**config.mk**
```make
export PLATFORM = sky130hd
export DESIGN_NAME = adder63_rr_arbiter
export DESIGN_NICKNAME = d
export VERILOG_FILES = /design/src/rtl/adder_pkg.sv /design/src/rtl/customAdder63_57.sv /design/src/rtl/adder63_rr_arbiter.sv
export SDC_FILE = /design/constraint.sdc
export NUM_CORES = 1
export LEC_CHECK = 0
export ABC_AREA = 1
export CORE_MARGIN = 2
export CORE_UTILIZATION = 42
export DETAILED_ROUTE_END_ITERATION = 10
export PLACE_DENSITY_LB_ADDON = 0.12
export SLEW_MARGIN = 20
export SYNTH_ARGS = -nofsm -noshare
export SYNTH_HDL_FRONTEND = slang
export SYNTH_SLANG_ARGS = --single-unit
```
**constraint.sdc**
```tcl
create_clock -name clk -period 5 [get_ports clk]
set_input_delay 1.25 -clock clk [delete_from_list [all_inputs] [get_ports clk]]
set_output_delay 1.25 -clock clk [all_outputs]
set_load 0.02 [all_outputs]
```
**src/rtl/adder_pkg.sv**
```systemverilog
// Shared definitions for the round-robin adder slice: operand/result widths
// and the result-register state encoding.
package adder_pkg;

  localparam int A_W   = 63;
  localparam int B_W   = 6;
  localparam int SUM_W = 64;

  typedef enum logic {
    ST_EMPTY = 1'b0,
    ST_FULL  = 1'b1
  } state_t;

endpackage

```
**src/rtl/customAdder63_57.sv**
```systemverilog
// Combinational unsigned adder: 63-bit A plus zero-extended 6-bit B,
// producing a 64-bit sum whose top bit is the carry out.
module customAdder63_57
  import adder_pkg::*;
(
  input  logic [A_W-1:0]   i_a,
  input  logic [B_W-1:0]   i_b,
  output logic [SUM_W-1:0] o_sum
);

  logic [SUM_W-1:0] w_aExt;
  logic [SUM_W-1:0] w_bExt;

  assign w_aExt = {{(SUM_W-A_W){1'b0}}, i_a};
  assign w_bExt = {{(SUM_W-B_W){1'b0}}, i_b};
  assign o_sum  = w_aExt + w_bExt;

endmodule

```
**src/rtl/adder63_rr_arbiter.sv**
```systemverilog
// Round-robin arbiter sharing one 63+6-bit adder among NUM_REQ requesters,
// with a single registered result slot drained through a valid/ready port.
module adder63_rr_arbiter
  import adder_pkg::*;
#(
  parameter int NUM_REQ = 4,
  parameter int IDW     = 2
) (
  input  logic                   clk,
  input  logic                   rst,
  input  logic [NUM_REQ-1:0]     req_valid,
  input  logic [NUM_REQ*A_W-1:0] req_a,
  input  logic [NUM_REQ*B_W-1:0] req_b,
  output logic [NUM_REQ-1:0]     req_ready,
  output logic                   rsp_valid,
  input  logic                   rsp_ready,
  output logic [SUM_W-1:0]       rsp_sum,
  output logic [IDW-1:0]         rsp_id,
  output logic [15:0]            busy_cnt
);

  state_t             r_state;
  state_t             w_nextState;
  logic [IDW-1:0]     r_lastGrant;
  logic [SUM_W-1:0]   r_sum;
  logic [IDW-1:0]     r_id;
  logic [15:0]        r_busyCnt;

  logic [NUM_REQ-1:0] w_grant;
  logic [IDW-1:0]     w_grantIdx;
  logic               w_found;
  logic               w_slotFree;
  logic               w_accept;
  logic [A_W-1:0]     w_opA;
  logic [B_W-1:0]     w_opB;
  logic [SUM_W-1:0]   w_sum;

  // Search starts one past the last winner and wraps, so every requester is
  // reached within NUM_REQ grants.
  always_comb begin
    w_grant    = '0;
    w_grantIdx = '0;
    w_found    = 1'b0;
    for (int k = 1; k <= NUM_REQ; k++) begin
      if (!w_found && req_valid[(int'(r_lastGrant) + k) % NUM_REQ]) begin
        w_found    = 1'b1;
        w_grantIdx = IDW'((int'(r_lastGrant) + k) % NUM_REQ);
        w_grant[(int'(r_lastGrant) + k) % NUM_REQ] = 1'b1;
      end
    end
  end

  assign w_slotFree = !rst && ((r_state == ST_EMPTY) || rsp_ready);
  assign req_ready  = w_slotFree ? w_grant : '0;
  assign w_accept   = |req_ready;

  assign w_opA = req_a[int'(w_grantIdx)*A_W +: A_W];
  assign w_opB = req_b[int'(w_grantIdx)*B_W +: B_W];

  customAdder63_57 u_adder (
    .i_a   (w_opA),
    .i_b   (w_opB),
    .o_sum (w_sum)
  );

  always_comb begin
    w_nextState = r_state;
    case (r_state)
      ST_EMPTY: if (w_accept) w_nextState = ST_FULL;
      ST_FULL:  if (rsp_ready && !w_accept) w_nextState = ST_EMPTY;
      default:  w_nextState = ST_EMPTY;
    endcase
  end

  always_ff @(posedge clk or posedge rst) begin
    if (rst) begin
      r_state     <= ST_EMPTY;
      r_lastGrant <= IDW'(NUM_REQ - 1);
      r_sum       <= '0;
      r_id        <= '0;
      r_busyCnt   <= '0;
    end else begin
      r_state <= w_nextState;
      if (w_accept) begin
        r_lastGrant <= w_grantIdx;
        r_sum       <= w_sum;
        r_id        <= w_grantIdx;
      end
      if ((r_state == ST_FULL) && !rsp_ready && (r_busyCnt != 16'hFFFF)) begin
        r_busyCnt <= r_busyCnt + 16'd1;
      end
    end
  end

  assign rsp_valid = (r_state == ST_FULL);
  assign rsp_sum   = r_sum;
  assign rsp_id    = r_id;
  assign busy_cnt  = r_busyCnt;

endmodule

```
==> reports/results.tsv <==
metric	value	unit
Chip Width	158.2	µm
Arr. time, crit path	4860	ps
die height	158.2	µm
share of the synthesized area in the top cell type	27.54	%
initial antenna violation count	0	
layout cells sized above 1	13.34	%
crit path kind	flop to flop	
largest net degree at the start of global routing	82	
Die Area	25030	µm²
skew final	10.75	ps
Inserted Clock Buffers	9	
Antenna Nets Post-Route	0	
DR vias/cell	5.057	
initial core utilization	42.69	%
reg2reg end	rsp_sum[30]	
Reg area	2130	µm²
Critical R2R Launch	r_lastGrant[1]	
ys flop type	dfrtp_1	
Multi-input gate area	6929	µm²
RSZ-0062 raised after global routing	false	
Commonest cells post-synth	nand2_1, inv_1, nand3_1, nor2_1, nand3b_1	
n_diodes	0	
Finish-stage setup viols	0	
total track usage	30.75	%
max-cap viol count	0	
Detailed Route WL	39.78	mm
Post-Synthesis Cells	1768	
Slew Viols, Final	0	
GR Overflow Total	0	
Core ar.	23400	µm²
Netlist cell types	42	
Worst Reg-to-Reg Cells	25	
H-tree depth	3	
Sink Count	85	
status	finished clean	
vias in the first global route	11901	
period utilization	92.86	%
gpl congestion	0.9758	
post-synthesis register bit count	85	
Final #Nets	2563	
CP Capture Type	flop	
most frequent cell after synthesis	nand2_1	
Initial DRC Count	787	
fmax	0.2154	GHz
Critical Path Start Type	flop	
first-pass GRT wire length	60.55	mm
Worst Tran Pin Value	844.1	ps
synth warn	0	
Filler cells	2255	
Post-synth EDFFs	0	
Mapped Nets	2065	
DP Wirelength	31.74	mm
synthesized area per cell	5.650	µm²
vias	13097	
Final WS setup	357.2	ps
Hold Violations, Final	0	
WHS Endpoint	rsp_id[0]	
Clock Latency Late Sink	360	ps
Place WS	-429.2	ps
drt pass-1 iters	7	
ranking of synthesized cells by area	nand2_1, dfrtp_1, nand3_1	
Synth area leader	nand2_1	
Tmin final	4643	ps
count of buffers from port buffering	369	
Reg clk slew, reported paths	70	ps
Async SR Flop Fraction	100.0	%
Rows	56	
CTS Buffer Depth	2	
hold depth	2	
Max Fanout on Critical Path	14	
CTS tree	done	
WP data required	5220	ps
drt wl/cell	15.36	µm
Root Buffer	clkbuf_16	
Hold Path Class	flop to flop	
HP Start	rsp_id[0]	
Syn Std Cell Area	9990	µm²
Layout area overhead	57.26	%
Remaining DRCs	0	
IO Pins	370	
Slew HR	43.73	%
sequential share of the synthesized area	21.32	%
R2R Setup Slk	360	ps
## what timing repair did
item / 4_1_cts / 5_1_grt
buffers inserted: 3 / 10
hold buffers: 0 / 0
gates cloned: 1 / 1
pin swaps: 7 / 25
endpoints found under the setup margin: 6 / 54
endpoints found under the hold margin: 0 / 0
resized for setup: 6 / 58
## stage by stage
step	std cells	instance area, µm²	utilization [%]	hold WS [ps]	TNS [ps]
after global routing	2590	15710	67.13	499.7	0
final	2590	15710	67.13	474.9	0
after floorplan	1768	10020	-	584.4	0
after CTS	2579	15450	66.02	476.5	0
after global placement	2559	15100	64.52	452.1	-5559
after detailed placement	2559	15100	64.52	459.8	-11930
## state kept, by name, summed over array words and instances (netlist names)
signal       count
r_lastGrant      2
rsp_sum         64
rsp_valid        1
busy_cnt        16
rsp_id           2
## cell usage in the layout (no fill, tap or decap), types with 3 or more instances in the layout
master / Yosys / final
a31oi_1: 10 / 10
nor2_4: 3 / 9
nor3_1: 5 / 4
nand3_1: 173 / 172
nand4_1: 21 / 21
dlymetal6s2s_1: 0 / 4
nand3b_1: 103 / 103
buf_6: 8 / 5
o21ai_1: 17 / 25
inv_2: 4 / 6
o22ai_1: 15 / 14
nor2_1: 165 / 161
buf_12: 0 / 3
clkdlybuf4s50_1: 0 / 365
nand3_4: 0 / 3
nand3_2: 9 / 7
a21oi_1: 13 / 13
ha_1: 13 / 12
nand2_4: 3 / 7
nor2_2: 19 / 18
dfrtp_1: 83 / 83
xor2_1: 24 / 24
clkbuf_16: 0 / 10
o21ai_0: 62 / 46
nand2_1: 733 / 725
o21ai_2: 4 / 10
xnor2_1: 9 / 9
buf_4: 8 / 189
nand2_2: 8 / 12
inv_1: 174 / 171
## area by class of cell
type / count / share of cell area (%)
Clock inverter: 7 / 0.5177
Multi-Input combinational cell: 1423 / 44.11
Clock buffer: 9 / 1.434
Inverter: 180 / 4.341
Timing Repair Buffer: 567 / 33.51
Sequential cell: 85 / 13.56
Tap cell: 319 / 2.541
## kinds of logic after synthesis
kind of cell             Yosys count  share of synthesized area [%]
AND/OR/NAND/NOR                 1252                          56.11
flip-flops                        85                          21.32
multiplexers                       1                         0.1127
AO/OA/AOI/OAI                    122                          6.613
adder cells (fa/ha/maj)           14                          1.829
buffers and inverters            261                          11.12
XOR/XNOR                          33                          2.893
## worst max-delay path, stage by stage, from the launching register on
cell and delay [ps]:
dfstp_2 610, inv_1 170, ha_1 440, inv_1 80, nand3_2 100, nand2_4 110
nor2_8 160, nand2_4 90, nand2_4 80, nand2_4 70, buf_4 190, buf_4 200
nor2_1 150, o22ai_1 120, ha_1 350, nand3_1 100, nand2_1 90, a21oi_1 70
o21ai_1 130, buf_4 150, nand3_2 110, nor2_4 210, nand3_4 140, nor2_4 190
xor2_1 300, o21ai_0 120
## how the worst max path moves through the flow
stage / from / to / slack [ps] / depth (start not counted)
global route: r_lastGrant[1] / rsp_sum[61] / 70 / 28
floorplan: req_valid[3] / rsp_sum[57] / 4 / 31
global placement: req_valid[2] / rsp_sum[61] / -270 / 26
detailed placement: req_valid[2] / rsp_sum[61] / -430 / 26
finish: r_lastGrant[1] / rsp_sum[30] / 360 / 25
CTS: req_valid[2] / rsp_sum[61] / 10 / 27
## layer usage
| metal | global-route usage, % | share of wire [%] |
|---|---|---|
| met4 | 11.20 | 3.8 |
| met3 | 3.915 | 5.6 |
| met2 | 54.89 | 49 |
| met5 | 0 | 0 |
| met1 | 37.82 | 41 |
Power is left out: the tool's default activity adds up to more than one toggle a clock period on the data nets, which glitch-free logic cannot reach.
